[config.mk]
export PLATFORM = sky130hd
export DESIGN_NAME = perf_event_counter
export DESIGN_NICKNAME = d
export VERILOG_FILES = /design/src/rtl/perf_pkg.sv /design/src/rtl/perf_counter_cell.sv /design/src/rtl/perf_event_counter.sv
export SDC_FILE = /design/constraint.sdc
export NUM_CORES = 1
export LEC_CHECK = 0
export BUFFER_PORTS_ARGS = -buffer_cell sky130_fd_sc_hd__buf_2
export CAP_MARGIN = 20
export CORE_ASPECT_RATIO = 0.75
export CORE_UTILIZATION = 40
export CTS_CLUSTER_DIAMETER = 30
export DETAILED_ROUTE_END_ITERATION = 10
export GPL_ROUTABILITY_DRIVEN = 0
export MAX_ROUTING_LAYER = met4
export PLACE_DENSITY = 0.66
export SYNTH_ARGS = -nofsm -noshare
export SYNTH_HDL_FRONTEND = slang
export SYNTH_SLANG_ARGS = --single-unit
[constraint.sdc]
create_clock -name clk_i -period 2.4 [get_ports clk_i]
set_input_delay 0.6 -clock clk_i [delete_from_list [all_inputs] [get_ports clk_i]]
set_output_delay 0.6 -clock clk_i [all_outputs]
set_load 0.05 [all_outputs]
[src/rtl/perf_pkg.sv]
// perf_pkg -- shared definitions for the performance event counter.
//   state_e   : FSM state encoding (IDLE=0, RUN=1, FROZEN=2, DONE=3)
//   STATE_W   : width of the state encoding / state_o debug port
//   sel_width : read-select width for a given channel count (never < 1)
package perf_pkg;

  localparam int STATE_W = 2;

  typedef enum logic [STATE_W-1:0] {
    S_IDLE   = 2'd0,
    S_RUN    = 2'd1,
    S_FROZEN = 2'd2,
    S_DONE   = 2'd3
  } state_e;

  // Select covers channels 0..num_ch-1 plus the cycle counter at num_ch.
  function automatic int sel_width(input int num_ch);
    return (num_ch + 1 <= 2) ? 1 : $clog2(num_ch + 1);
  endfunction

endpackage

[src/rtl/perf_counter_cell.sv]
// perf_counter_cell -- one CNT_W-bit event counter with sticky overflow.
//   clk_i  : clock
//   rst_i  : synchronous reset, active-high
//   clr_i  : synchronous clear (same effect as reset)
//   inc_i  : add one this cycle
//   cnt_o  : current count
//   ovf_o  : sticky, set when an increment hits an all-ones count
// SATURATE=1 holds the count at all-ones on overflow; 0 wraps to zero.
module perf_counter_cell #(
  parameter int CNT_W    = 32,
  parameter int SATURATE = 0
) (
  input  logic             clk_i,
  input  logic             rst_i,
  input  logic             clr_i,
  input  logic             inc_i,
  output logic [CNT_W-1:0] cnt_o,
  output logic             ovf_o
);

  logic [CNT_W-1:0] cnt_reg;
  logic             ovf_reg;

  always_ff @(posedge clk_i) begin
    if (rst_i || clr_i) begin
      cnt_reg <= '0;
      ovf_reg <= 1'b0;
    end else if (inc_i) begin
      if (&cnt_reg) begin
        ovf_reg <= 1'b1;
        cnt_reg <= (SATURATE != 0) ? cnt_reg : '0;
      end else begin
        cnt_reg <= cnt_reg + 1'b1;
      end
    end
  end

  assign cnt_o = cnt_reg;
  assign ovf_o = ovf_reg;

endmodule

[src/rtl/perf_event_counter.sv]
// perf_event_counter -- pipeline performance monitor.
//   clk_i, rst_i       : clock, synchronous active-high reset
//   start_i / freeze_i : level controls (count enable / hold)
//   clear_i            : pulse; zero counters and overflow, go to IDLE
//   event_i            : per-channel event strobes, one count per high cycle
//   rd_req_i, rd_sel_i : read request; select NUM_CH = cycle counter
//   rd_valid_o, rd_data_o : registered read response (one cycle later)
//   overflow_o         : sticky overflow per counter, MSB = cycle counter
//   limit_reached_o    : high while in DONE
//   state_o            : FSM state for debug
// Optional feature macro PERF_SNAPSHOT_EN: adds snapshot_i which copies all
// counters into shadow registers; reads then return the shadow copies.
module perf_event_counter
  import perf_pkg::*;
#(
  parameter int          NUM_CH      = 4,
  parameter int          CNT_W       = 32,
  parameter int          SATURATE    = 0,
  parameter int unsigned CYCLE_LIMIT = 0,
  localparam int         SEL_W       = sel_width(NUM_CH)
) (
  input  logic                clk_i,
  input  logic                rst_i,
  input  logic                start_i,
  input  logic                freeze_i,
  input  logic                clear_i,
  input  logic [NUM_CH-1:0]   event_i,
`ifdef PERF_SNAPSHOT_EN
  input  logic                snapshot_i,
`endif
  input  logic                rd_req_i,
  input  logic [SEL_W-1:0]    rd_sel_i,
  output logic                rd_valid_o,
  output logic [CNT_W-1:0]    rd_data_o,
  output logic [NUM_CH:0]     overflow_o,
  output logic                limit_reached_o,
  output logic [STATE_W-1:0]  state_o
);

  if (NUM_CH < 1 || NUM_CH > 16 || CNT_W < 4 || CNT_W > 64) begin : g_param_check
    $error("perf_event_counter: NUM_CH must be 1..16 and CNT_W 4..64");
  end

  state_e           state_reg, state_next;
  logic             count_en;
  logic             limit_hit;
  logic [CNT_W-1:0] cnt_w  [NUM_CH+1];
  logic [CNT_W-1:0] src_w  [NUM_CH+1];
  logic [NUM_CH:0]  ovf_w;
  logic [CNT_W-1:0] rd_mux;
  logic             rd_valid_reg;
  logic [CNT_W-1:0] rd_data_reg;

  // Counting happens only from a registered RUN state; a clear drops the cycle.
  assign count_en = (state_reg == S_RUN) && !clear_i;

  // Cycle counter (index NUM_CH) becomes CYCLE_LIMIT at this edge.
  // One extra bit so an all-ones count cannot alias a small limit.
  assign limit_hit = (CYCLE_LIMIT != 0) &&
                     (({1'b0, cnt_w[NUM_CH]} + (CNT_W+1)'(1)) == (CNT_W+1)'(CYCLE_LIMIT));

  genvar gi;
  generate
    for (gi = 0; gi <= NUM_CH; gi++) begin : g_cell
      logic inc;
      if (gi < NUM_CH) begin : g_ev
        assign inc = count_en && event_i[gi];
      end else begin : g_cyc
        assign inc = count_en;
      end
      perf_counter_cell #(
        .CNT_W    (CNT_W),
        .SATURATE (SATURATE)
      ) u_cell (
        .clk_i (clk_i),
        .rst_i (rst_i),
        .clr_i (clear_i),
        .inc_i (inc),
        .cnt_o (cnt_w[gi]),
        .ovf_o (ovf_w[gi])
      );
    end
  endgenerate

`ifdef PERF_SNAPSHOT_EN
  logic [CNT_W-1:0] shadow_reg [NUM_CH+1];

  always_ff @(posedge clk_i) begin
    if (rst_i || clear_i) begin
      for (int k = 0; k <= NUM_CH; k++) shadow_reg[k] <= '0;
    end else if (snapshot_i) begin
      for (int k = 0; k <= NUM_CH; k++) shadow_reg[k] <= cnt_w[k];
    end
  end

  generate
    for (gi = 0; gi <= NUM_CH; gi++) begin : g_src
      assign src_w[gi] = shadow_reg[gi];
    end
  endgenerate
`else
  generate
    for (gi = 0; gi <= NUM_CH; gi++) begin : g_src
      assign src_w[gi] = cnt_w[gi];
    end
  endgenerate
`endif

  always_comb begin
    state_next = state_reg;
    if (clear_i) begin
      state_next = S_IDLE;
    end else begin
      case (state_reg)
        S_IDLE:   if (start_i) state_next = S_RUN;
        S_RUN: begin
          if (limit_hit)     state_next = S_DONE;
          else if (freeze_i) state_next = S_FROZEN;
          else if (!start_i) state_next = S_IDLE;
        end
        S_FROZEN: if (!freeze_i) state_next = start_i ? S_RUN : S_IDLE;
        default:  state_next = S_DONE;
      endcase
    end
  end

  always_ff @(posedge clk_i) begin
    if (rst_i) state_reg <= S_IDLE;
    else       state_reg <= state_next;
  end

  // Out-of-range selects read as zero but still produce a valid pulse.
  always_comb begin
    rd_mux = '0;
    if (int'(rd_sel_i) <= NUM_CH) rd_mux = src_w[rd_sel_i];
  end

  // Sampling before the edge gives the pre-update value of the counter.
  always_ff @(posedge clk_i) begin
    if (rst_i) begin
      rd_valid_reg <= 1'b0;
      rd_data_reg  <= '0;
    end else begin
      rd_valid_reg <= rd_req_i;
      if (rd_req_i) rd_data_reg <= rd_mux;
    end
  end

  assign rd_valid_o      = rd_valid_reg;
  assign rd_data_o       = rd_data_reg;
  assign overflow_o      = ovf_w;
  assign limit_reached_o = (state_reg == S_DONE);
  assign state_o         = state_reg;

endmodule

Word-level counts from Yosys, hierarchy flattened
Cells that the tools add are included.

word-level totals
  bits in registers = 200
  input bits = 13
  output and inout port bits = 41
  logic and storage cells = 62

cells by class
  add/sub/neg operators = 5
  $lt $le $gt $ge = 2
  eq/ne operators = 6
  multiplexer cells = 15
  bitwise logic cells = 1
  reductions and logical operators = 20

operator list
  cell                                                 count
  2-to-1 mux 32 bit                                    8
  AND reduction 33 bit                                 5
  adder 32 x 1 -> 32 bit, second input constant        5
  AND reduction 32 bit                                 5
  binary-select mux 32 bit (select 3 bit)              1
  2-to-1 mux 2 bit                                     4
  one-hot mux 2 bit (3 select lines)                   1
  logical AND 1 bit                                    5
  equality test 2 bit, second input constant           2
  >= comparator 4 bit, second input constant           1
  inequality test 2 bit, second input constant         2
  NOT 3 -> 4 bit                                       1
  <= comparator 3 bit, second input constant           1
  inequality test 3 bit, second input constant         1
  AND reduction 3 bit                                  1
  equality test 2 x 1 -> 1 bit, second input constant  1
  zero test 2 bit                                      1
  OR reduction 2 bit                                   1
  zero test 1 bit                                      1
  logical OR 1 bit                                     1
  2-to-1 mux 1 bit                                     1

Depth between registers and ports, before layout
Gate-level depths: netlist (run 1).

  depth in word-level cells = 5
  depth in mapped cells = 9
  mapped depth without buffers = 6

By module
Synthesis (run 1) repeated with hierarchy kept, for this count alone.

second synthesis, totals
  cells, all modules = 1,184
  area total of the unflattened synthesis = 10,418.7 sq um

modules (own cells, without submodules)
  module              instances  cells an instance  area each (sq um)  seq. area each (sq um)
  perf_counter_cell   5          189                1,601.5            660.6
  perf_event_counter  1          239                2,411.1            700.7

Worst setup path after synthesis (run 1)
Ideal clock, no wire load.

  path kind = register to register
  start point = register state_reg[0] (netlist: state_o[0])
  end point = register g_cell[2].u_cell.cnt_reg[9]
  library setup time = 0.115 ns
  data arrival time = 2.257 ns
  data required time = 2.285 ns
  setup slack = 0.028 ns
  stages on the path, launching flop included = 9
  path buffers = 3
  clock period less this slack = 2.372 ns
  path through = dfxtp_1 clkbuf_1 nor4bb_1 buf_2 nand4_2 or3_4 o21ai_2 buf_4 nor2_1

between the ends
  cells in the longest elaborated chain, start to end = 3

ends and longest elaborated chain
  what                          RTL line                   text
  start, declared               perf_event_counter.sv:44   state_e state_reg, state_next;
  start signal, assigned        perf_event_counter.sv:129  else state_reg <= state_next;
  equality test 2 x 1 -> 1 bit  perf_event_counter.sv:55   assign count_en = (state_reg == S_RUN) && !clear_i;
  logical AND 1 bit             perf_event_counter.sv:55
  logical AND 1 bit             perf_event_counter.sv:67   assign inc = count_en && event_i[gi];
  end signal, assigned          perf_counter_cell.sv:31    cnt_reg <= (SATURATE != 0) ? cnt_reg : '0;
  end signal, assigned          perf_counter_cell.sv:33    cnt_reg <= cnt_reg + 1'b1;
  end, declared                 perf_counter_cell.sv:21    logic [CNT_W-1:0] cnt_reg;

No other way between the ends.
A chain may end at the register's enable or synchronous reset.

Final worst setup path (run 1)
  start point = register g_cell[4].u_cell.cnt_reg[0]
  end point = register g_cell[4].u_cell.cnt_reg[24]

between the ends
  cells in the longest elaborated chain, start to end = 2
  elaborated cells on any way between the ends = 3
  classes of those cells = 1 x add/sub; 1 x mux; 1 x reduce/logical

ends and longest elaborated chain
  what                                                            RTL line                                          text
  start, declared                                                 perf_counter_cell.sv:21
  start signal, assigned                                          perf_counter_cell.sv:31
  start signal, assigned                                          perf_counter_cell.sv:33
  adder 32 x 1 -> 32 bit or AND reduction 32 bit (tied branches)  perf_counter_cell.sv:33, perf_counter_cell.sv:29
  2-to-1 mux 32 bit (*)                                           perf_counter_cell.sv:29                           if (&cnt_reg) begin

Every way passes the cells marked *; elsewhere a longest branch is shown, timed or not.

==> impl_metrics.tcl, run 1 <==
set metrics [dict create \
    outcome "finished, final reports clean" \
    post-cts-setup-buffers 0 \
    clock_sinks 200 \
    finClkSkew_ns 0.0164 \
    synth_top_area_frac 0.406 \
    clockBufferDepth 2 \
    pin_count 54 \
    fillers 2307 \
    yosysWarnings 0 \
    yosysSeqAreaShare 0.406 \
    finalNetCount 1171 \
    cts.htree.levels 4 \
    grt_max_degree 33 \
    dieWidth_um 183 \
    cts_tree "built" \
    ant_nets 0 \
    synth-simple-area-share 0.288 \
    synth_area_um2 9860 \
    p_per_area_nw_per_um2 583 \
    antenna_found_initial 0 \
    io_buffers 53 \
    rows 49 \
    drc 0 \
    synth_top_family_by_area "simple AND/OR/NAND/NOR gates" \
    clkSlewWorstSetupHoldPaths_ns 0.08 \
    synth-edff-count 0 \
    cap_violations 0 \
    critical_path_class "reg2reg" \
    tightest_slew_ns 0.889 \
    drtPass1Iterations 7 \
    setup_viol_count_final 0 \
    end_kind "register" \
    ir_drop_mv 0.554 \
    grt_setup_unrepaired "no" \
    multi_input_area_um2 5470 \
    clk_root_buffer_cell "clkbuf_16" \
    dp_hpwl_um 20700 \
    synthTopCellsByArea "dfxtp_1 41%, nor2_1 7.8%, xnor2_1 7.4%, mux4_2 7.3%, xor2_1 4.8%" \
    setup_tns_ns 0 \
    grt_pass1_vias 7581 \
    synth_cell_type_count 57 \
    synth_cells 1105 \
    crit_required_ns 2.73 \
    synth_fa_ha_area_frac 0.00635 \
    fmax_mhz 461 \
    relSlewSlack 0.404 \
    synth_top_area_cell "dfxtp_1" \
    die_area_um2 25300 \
    synth-compound-area-share 0.0590 \
    syn_area_per_cell_um2 8.92 \
    finalHoldViolations 0 \
    yosysMostFrequentCell "nor2_1" \
    grt_usage 0.232 \
    gr-total-overflow 0 \
    synthMuxAreaShare 0.0772 \
    wire_per_inst_um 18.4 \
    hp-class "in2reg" \
    hold_buffers 0 \
    cp_max_fo 5 \
    crit_arrival_ns 2.50 \
    fin_crit_ns 2.17 \
    insertion_delay_ns 0.45 \
    die_h_um 138 \
    synth_commonest_cells "205 x nor2_1, 200 x dfxtp_1, 83 x xnor2_1" \
    seq_area_um2 4000 \
    coreArea_um2 24100 \
    vias 8446 \
    numCtsBuffers 17 \
    ys_seq_elements 200 \
    async_flop_share 0 \
    critPathLaunchType "register" \
    synth_xor_area_frac 0.122 \
    avgViaCountPerCell 5.64 \
    p_leak_nw 3.70 \
    slew_violations 0 \
    drt_iter0_drc 892 \
    drive_gt1_frac 0.161 \
    synth-main-ff-cell "dfxtp_1" \
    num_antenna_cells 0 \
    finish.utilization 0.466 \
    grt_pass1_wl_um 43100 \
    initial_core_util 0.409 \
    period_share 0.903 \
    synth_nets 1123 \
    drt-total-wl_um 27600 \
    syn2layout_area_growth_pct 13.9 \
]
## registers in the layout, indices dropped and copies added, names as in the netlist
name	flops
rd_valid_o	1
state_o	2
g_cell.u_cell.cnt_o	160
g_cell.u_cell.ovf_o	5
rd_data_o	32
## final cells by class
cell class | instances | area share
Tap cell | 331 | 0.0369
Timing Repair Buffer | 103 | 0.0638
Sequential cell | 200 | 0.357
Multi-Input combinational cell | 815 | 0.487
Clock inverter | 14 | 0.0117
Clock buffer | 18 | 0.0382
Inverter | 16 | 0.00535
## through the flow
step / instances / power, mW / cell area (um2) / hold slack (ns) / setup slack [ns]
6_report: 1497 / 6.54 / 11200 / 0.408 / 0.232
2_1_floorplan: 1105 / 3.72 / 9860 / 0.438 / 0.0283
4_1_cts: 1497 / 6.60 / 11200 / 0.395 / 0.187
3_3_place_gp: 1465 / 3.84 / 10700 / 0.460 / 0.0902
5_1_grt: 1497 / 6.76 / 11200 / 0.413 / 0.0660
3_5_place_dp: 1465 / 3.84 / 10700 / 0.461 / 0.0335
## per-layer routing
| metal | global-route usage | wire length [um] | part of all wire | vias to the layer above |
|---|---|---|---|---|
| met5 | - | 0 | 0 | - |
| met4 | 0.0588 | 352 | 0.013 | 0 |
| met3 | 0.0533 | 2790 | 0.10 | 27 |
| met2 | 0.321 | 11200 | 0.41 | 334 |
| met1 | 0.336 | 13200 | 0.48 | 4044 |
| li1 | - | - | - | 4041 |
## repair_timing
| item | CTS | global route |
|---|---|---|
| endpoints found under the setup margin | 0 | 1 |
| resized for setup | 0 | 1 |
| hold endpoints to repair | 0 | 0 |
## worst paths after layout
path	from	end	slack (ns)	cells after the start
max	g_cell[4].u_cell.cnt_o[0]	g_cell[4].u_cell.cnt_o[24]	0.23	7
min	start_i	state_o[0]	0.41	3
min reg2reg	g_cell[0].u_cell.ovf_o	g_cell[0].u_cell.ovf_o	0.48	1
max reg2reg	g_cell[4].u_cell.cnt_o[0]	g_cell[4].u_cell.cnt_o[24]	0.23	7
## layout by cell type, fill, tap and decap left out, drive strengths merged, types with 13 or more instances in the layout
| master | count |
|---|---|
| a21oi | 21 |
| a221oi | 32 |
| and3 | 17 |
| and4 | 25 |
| buf | 103 |
| clkbuf | 18 |
| dfxtp | 200 |
| inv | 24 |
| mux4 | 32 |
| nand2 | 64 |
| nand3 | 56 |
| nand4 | 52 |
| nor2 | 205 |
| nor3 | 59 |
| nor4 | 34 |
| o21ai | 13 |
| or3 | 13 |
| xnor2 | 83 |
| xor2 | 54 |
## worst max-delay path, stage by stage, from the launching register on
cell      delay, ns
dfxtp_1        0.41
ha_1           0.20
nor4bb_2       0.36
buf_4          0.18
nand4_1        0.22
nor4_1         0.46
xnor2_1        0.16
nor2_1         0.05
## cell families after synthesis
kind of cell    after synthesis
simple gates                557
mux                          36
flops                       200
xor+xnor                    137
compound gates               80
buf+inv                      90
fa+ha+maj                     5
## power by group
part	internal, mW	switching, mW	leakage, nW
combinational	0.121	0.282	1.80
sequential	3.34	0.0157	1.62
clock	1.37	1.40	0.277
Note: power is estimated with default switching activity, not from simulation.
==> run 2: changes to the inputs <==
--- a/config.mk
+++ b/config.mk
@@ -14,6 +14,7 @@
 export GPL_ROUTABILITY_DRIVEN = 0
 export MAX_ROUTING_LAYER = met4
 export PLACE_DENSITY = 0.66
+export RECOVER_POWER = 100
 export SYNTH_ARGS = -nofsm -noshare
 export SYNTH_HDL_FRONTEND = slang
 export SYNTH_SLANG_ARGS = --single-unit
==> constraint.sdc (replaced) <==
create_clock -name clk_i -period 2.4 [get_ports clk_i]
set_input_delay 0.12 -clock clk_i [delete_from_list [all_inputs] [get_ports clk_i]]
set_output_delay 0.12 -clock clk_i [all_outputs]
set_load 0.05 [all_outputs]
==> run 2 against run 1 <==
The flow now finishes with violations (capacitance limit, slew limit); register-to-register slack lost 0.095 ns; combinational power is 5% lower; critical path depth shrank 2; non-clock buffer count is 10 lower; core utilization fell by 0.57 points; die area unchanged; setup slack lost 0.095 ns; via count is 0.17% lower; hold slack worse by 0.27 ns; count of clock-buffer cells in the layout is 2 higher; critical path type unchanged; critical endpoint is now g_cell[3].u_cell.cnt_o[25]; highest routed layer unchanged.
==> impl_metrics.tcl, run 2 (synthesized netlist as in run 1, its figures left out) <==
set metrics [dict create \
    multi_input_area_um2 5450 \
    cp_slowest_cell "dfxtp_1" \
    die_area_um2 25300 \
    drive_gt1_frac 0.109 \
    setup_tns_ns 0 \
    final_common_cell "nor2_1" \
    pin_count 54 \
    io_buffers 53 \
    initial_core_util 0.409 \
    fin_area_um2 11100 \
    clk_root_buffer_cell "clkbuf_16" \
    critPathBufInv 0 \
    largest_reg_flops 160 \
    hold_buffers 2 \
    min_delay_worst_endpoint "g_cell[0].u_cell.cnt_o[1]" \
    placed_area_um2 10600 \
    grt_setup_unrepaired "no" \
    cap_violations 1 \
    finalNonFillerCells 1487 \
    vias 8432 \
    clock_sinks 200 \
    gr-total-overflow 0 \
    worst-path-stages 5 \
    period_share 0.943 \
    dieWidth_um 183 \
    finalHoldViolations 0 \
    grt_max_degree 36 \
    tightest_slew_ns 1.64 \
    drt_iter0_drc 1033 \
    p_per_area_nw_per_um2 604 \
    wire_per_inst_um 18.3 \
    switching_share 0.235 \
    antenna_found_initial 0 \
    critical_path_class "reg2reg" \
    crit_required_ns 2.75 \
    hp-start "event_i[0]" \
    p_leak_nw 3.45 \
    pre_cts_slack_ns 0.276 \
    outcome "finished with violations" \
    finalNetCount 1161 \
    ant_nets 0 \
    cp_max_fo 12 \
    hold_path_depth 4 \
    rows 49 \
    syn2layout_area_growth_pct 12.5 \
    cp_top_family "simple AND/OR/NAND/NOR gates" \
    fillers 2335 \
    end_kind "register" \
    p_int_mw 5.12 \
    slew_violations 36 \
    grt_pass1_wl_um 42000 \
    clockBufferDepth 2 \
    hp-class "in2reg" \
    grt_usage 0.227 \
    dp_hpwl_um 20000 \
    die_h_um 138 \
    drtPass1Iterations 6 \
    slowest_delay_ns 0.56 \
    combPwrFrac 0.057 \
    cts_resized 0 \
    post-cts-setup-buffers 0 \
    grt_pass1_vias 7340 \
    relSlewSlack -0.0955 \
    rrSetupSlack_ns 0.14 \
    crit_arrival_ns 2.61 \
    ir_drop_mv 0.491 \
    drc 0 \
    worstPathCellList "and4bb_1, nand4_2, nor3_2, mux2i_1, nor4_1" \
    seq_area_um2 4000 \
    rr_endpoint "g_cell[3].u_cell.cnt_o[25]" \
    r2r_cells 5 \
    avgViaCountPerCell 5.67 \
    insertion_delay_ns 0.44 \
    worstReg2RegStart "state_o[0]" \
    finClkSkew_ns 0.0118 \
    fmax_mhz 442 \
    finalPower_mw 6.69 \
    fin_crit_ns 2.26 \
    mostFrequentLayoutCells "205 x nor2_1, 200 x dfxtp_1, 83 x xnor2_1" \
    place_inst 1453 \
    numCtsBuffers 17 \
    pwr-share-seq 0.502 \
    setup_viol_count_final 0 \
    critPathLaunchType "register" \
    coreArea_um2 24100 \
    switching_power_mw 1.57 \
    drt-total-wl_um 27200 \
    failed_checks "capacitance limit, slew limit" \
    p_clk_frac 0.440 \
    finalWorstSetupSlack_ns 0.136 \
    num_antenna_cells 0 \
    cts.htree.levels 4 \
    cts_tree "built" \
    clkSlewWorstSetupHoldPaths_ns 0.08 \
]
## run 2: cell types whose count changed in the layout (fill, tap and decap cells not counted), moves of 2 or more
cell / delta
inv_6: -4
buf_2: -42
bufinv_16: +3
clkinv_4: -3
clkbuf_1: +46
dlygate4sd3_1: +2
buf_4: -22
inv_8: -2
clkinv_2: +4
clkbuf_2: +6
## run 2: per-layer routing
metal,global-route usage,part of all wire
met5,-,0
met4,0.0449,0.0081
met3,0.0441,0.091
met2,0.306,0.41
met1,0.344,0.50
## run 2: cell type report
type | count | area share
Tap cell | 331 | 0.0374
Clock inverter | 12 | 0.0134
Multi-Input combinational cell | 815 | 0.491
Sequential cell | 200 | 0.361
Inverter | 16 | 0.00542
Clock buffer | 20 | 0.0403
Timing Repair Buffer | 93 | 0.0511
## run 2: tightest hold or removal path: cells and delay by family
family          cells  cell delay, ns
compound gates      1            0.06
buf+inv             1            0.12
simple gates        2            0.23
## run 2: stage by stage
step	hold slack [ns]	utilization
after floorplan	0.261	-
after global placement	0.384	0.439
after detailed placement	0.394	0.439
after CTS	0.119	0.464
after global routing	0.151	0.460
final	0.141	0.460
## run 2: worst max-delay path by stage
stage	end	startpoint	slack (ns)
6_report	g_cell[3].u_cell.cnt_o[25]	state_o[0]	0.14
5_1_grt	g_cell[1].u_cell.cnt_o[21]	rst_i	0.009
4_1_cts	g_cell[2].u_cell.cnt_o[21]	state_o[0]	0.26
3_5_place_dp	g_cell[4].u_cell.cnt_o[25]	state_o[0]	0.28
3_3_place_gp	g_cell[4].u_cell.cnt_o[29]	state_o[0]	0.31
2_1_floorplan	g_cell[2].u_cell.cnt_o[9]	state_o[0]	0.03
## run 2: power groups by stage
stage / logic, mW / registers, mW / clock network [mW]
5_1_grt: 0.413 / 3.36 / 3.14
4_1_cts: 0.396 / 3.36 / 2.99
6_report: 0.384 / 3.36 / 2.95
3_5_place_dp: 0.394 / 3.44 / 0
2_1_floorplan: 0.184 / 3.53 / 0
3_3_place_gp: 0.393 / 3.44 / 0
==> run 3: changes to the inputs <==
--- a/config.mk
+++ b/config.mk
@@ -13,7 +13,7 @@
 export DETAILED_ROUTE_END_ITERATION = 10
 export GPL_ROUTABILITY_DRIVEN = 0
 export MAX_ROUTING_LAYER = met4
-export PLACE_DENSITY = 0.66
+export PLACE_DENSITY = 0.6
 export RECOVER_POWER = 100
 export SYNTH_ARGS = -nofsm -noshare
 export SYNTH_HDL_FRONTEND = slang
==> run 3 against run 2 <==
The flow now finishes without violations; cell count rose by 0.74%; routed wire length grew 2.8%; global-route usage increased by 0.81 points; critical endpoint is now g_cell[1].u_cell.cnt_o[28]; largest power group unchanged.
==> impl_metrics.tcl, run 3 (synthesized netlist as in run 1, its figures left out) <==
set metrics [dict create \
    outcome "finished, final reports clean" \
    relSlewSlack 0.285 \
    critical_path_class "reg2reg" \
    cp_max_fo 13 \
    pin_count 54 \
    grt_pass1_vias 7430 \
    drt-total-wl_um 27900 \
    dieWidth_um 183 \
    drt_iter0_drc 992 \
    setup_viol_count_final 0 \
    syn2layout_area_growth_pct 12.4 \
    numCtsBuffers 17 \
    mostFrequentLayoutCells "205 x nor2_1, 200 x dfxtp_1, 83 x xnor2_1" \
    fmax_mhz 450 \
    grt.met3_usage 0.0391 \
    grt_setup_unrepaired "no" \
    io_buffers 53 \
    top_usage_layer "met1" \
    initial_core_util 0.409 \
    fin_hold_ws_ns 0.0520 \
    end_kind "register" \
    cap_violations 0 \
    clkSlewWorstSetupHoldPaths_ns 0.07 \
    fillers 2395 \
    gr-total-overflow 0 \
    multi_input_area_um2 5450 \
    antenna_found_initial 0 \
    fin_crit_ns 2.22 \
    hp-class "in2reg" \
    grt_pass1_wl_um 43200 \
    crit_required_ns 2.74 \
    period_share 0.926 \
    insertion_delay_ns 0.44 \
    ant_nets 0 \
    rrSetupSlack_ns 0.18 \
    grt_max_degree 33 \
    worstPathCellList "nor4bb_1, buf_4, nand2_1, buf_4, nor4_1, xnor2_1, nor2_1" \
    drtPass1Iterations 5 \
    cp_slowest_cell "dfxtp_1" \
    clock_sinks 200 \
    drc 0 \
    grtUsageMet2 0.310 \
    drive_gt1_frac 0.113 \
    p_leak_nw 3.44 \
    setup_tns_ns 0 \
    critPathBufInv 2 \
    dp_hpwl_um 20900 \
    finClkSkew_ns 0.00916 \
    die_area_um2 25300 \
    coreArea_um2 24100 \
    finalNetCount 1175 \
    vias 8379 \
    cts.htree.levels 4 \
    crit_arrival_ns 2.57 \
    cts_tree "built" \
    wire_per_inst_um 18.6 \
    avgViaCountPerCell 5.59 \
    cp_top_family "simple AND/OR/NAND/NOR gates" \
    grt_usage 0.235 \
    critPathMostFrequentCell "buf_4" \
    largest_reg_flops 160 \
    slew_violations 0 \
    tightest_slew_ns 1.07 \
    grt_util_met1 0.360 \
    slowest_delay_ns 0.42 \
    seq_area_um2 4000 \
    num_antenna_cells 0 \
    pre_cts_slack_ns 0.114 \
    finalHoldViolations 0 \
    die_h_um 138 \
    finalWorstSetupSlack_ns 0.179 \
    clockBufferDepth 2 \
    ir_drop_mv 0.510 \
    post-cts-setup-buffers 0 \
    final_common_cell "nor2_1" \
    clk_root_buffer_cell "clkbuf_16" \
    p_per_area_nw_per_um2 586 \
    critPathLaunchType "register" \
    rows 49 \
]
## run 3: cell count changes in the layout (fill, tap and decap cells not counted), sizes merged
cell	previous run	this run
buf	39	50
clkbuf	72	73
bufinv	3	1
clkinvlp	1	2
inv	18	17
clkinv	6	7
## run 3: routing by layer
metal  vias up  share of wire
li1       4052              -
met1      3998           0.51
met2       301           0.40
met3        28          0.075
met4         0          0.014
met5         -              0
## run 3: final cells by class
cell class | count | area share
Tap cell | 331 | 0.0374
Clock inverter | 11 | 0.00938
Sequential cell | 200 | 0.362
Inverter | 16 | 0.00542
Clock buffer | 18 | 0.0397
Timing Repair Buffer | 107 | 0.0549
Multi-Input combinational cell | 815 | 0.492
## run 3: path summary, 6_finish.rpt
path,to,depth (start not counted),startpoint
worst max-delay path,g_cell[1].u_cell.cnt_o[28],7,state_o[1]
worst min-delay path,rd_data_o[6],2,rst_i
worst max register to register,g_cell[1].u_cell.cnt_o[28],7,state_o[1]
worst min register to register,g_cell[3].u_cell.ovf_o,2,g_cell[3].u_cell.ovf_o
## run 3: report_power, final
group | switching, mW | leakage (nW) | internal, mW
Clock | 1.31 | 0.264 | 1.44
Combinational | 0.281 | 1.56 | 0.102
Sequential | 0.0155 | 1.62 | 3.34
## run 3: what timing repair did
item	CTS	global route
endpoints found under the setup margin	0	23
hold endpoints to repair	2	0
resized for setup	0	1
hold buffers	2	0
## run 3: per-stage QoR
step                 util  total power, mW  instance area [um2]  instances
finish              0.460             6.49                11100       1498
global route        0.460             6.72                11100       1498
CTS                 0.465             6.56                11200       1498
detailed placement  0.442             3.83                10600       1467
global placement    0.442             3.83                10600       1467
floorplan               -             3.72                 9860       1105
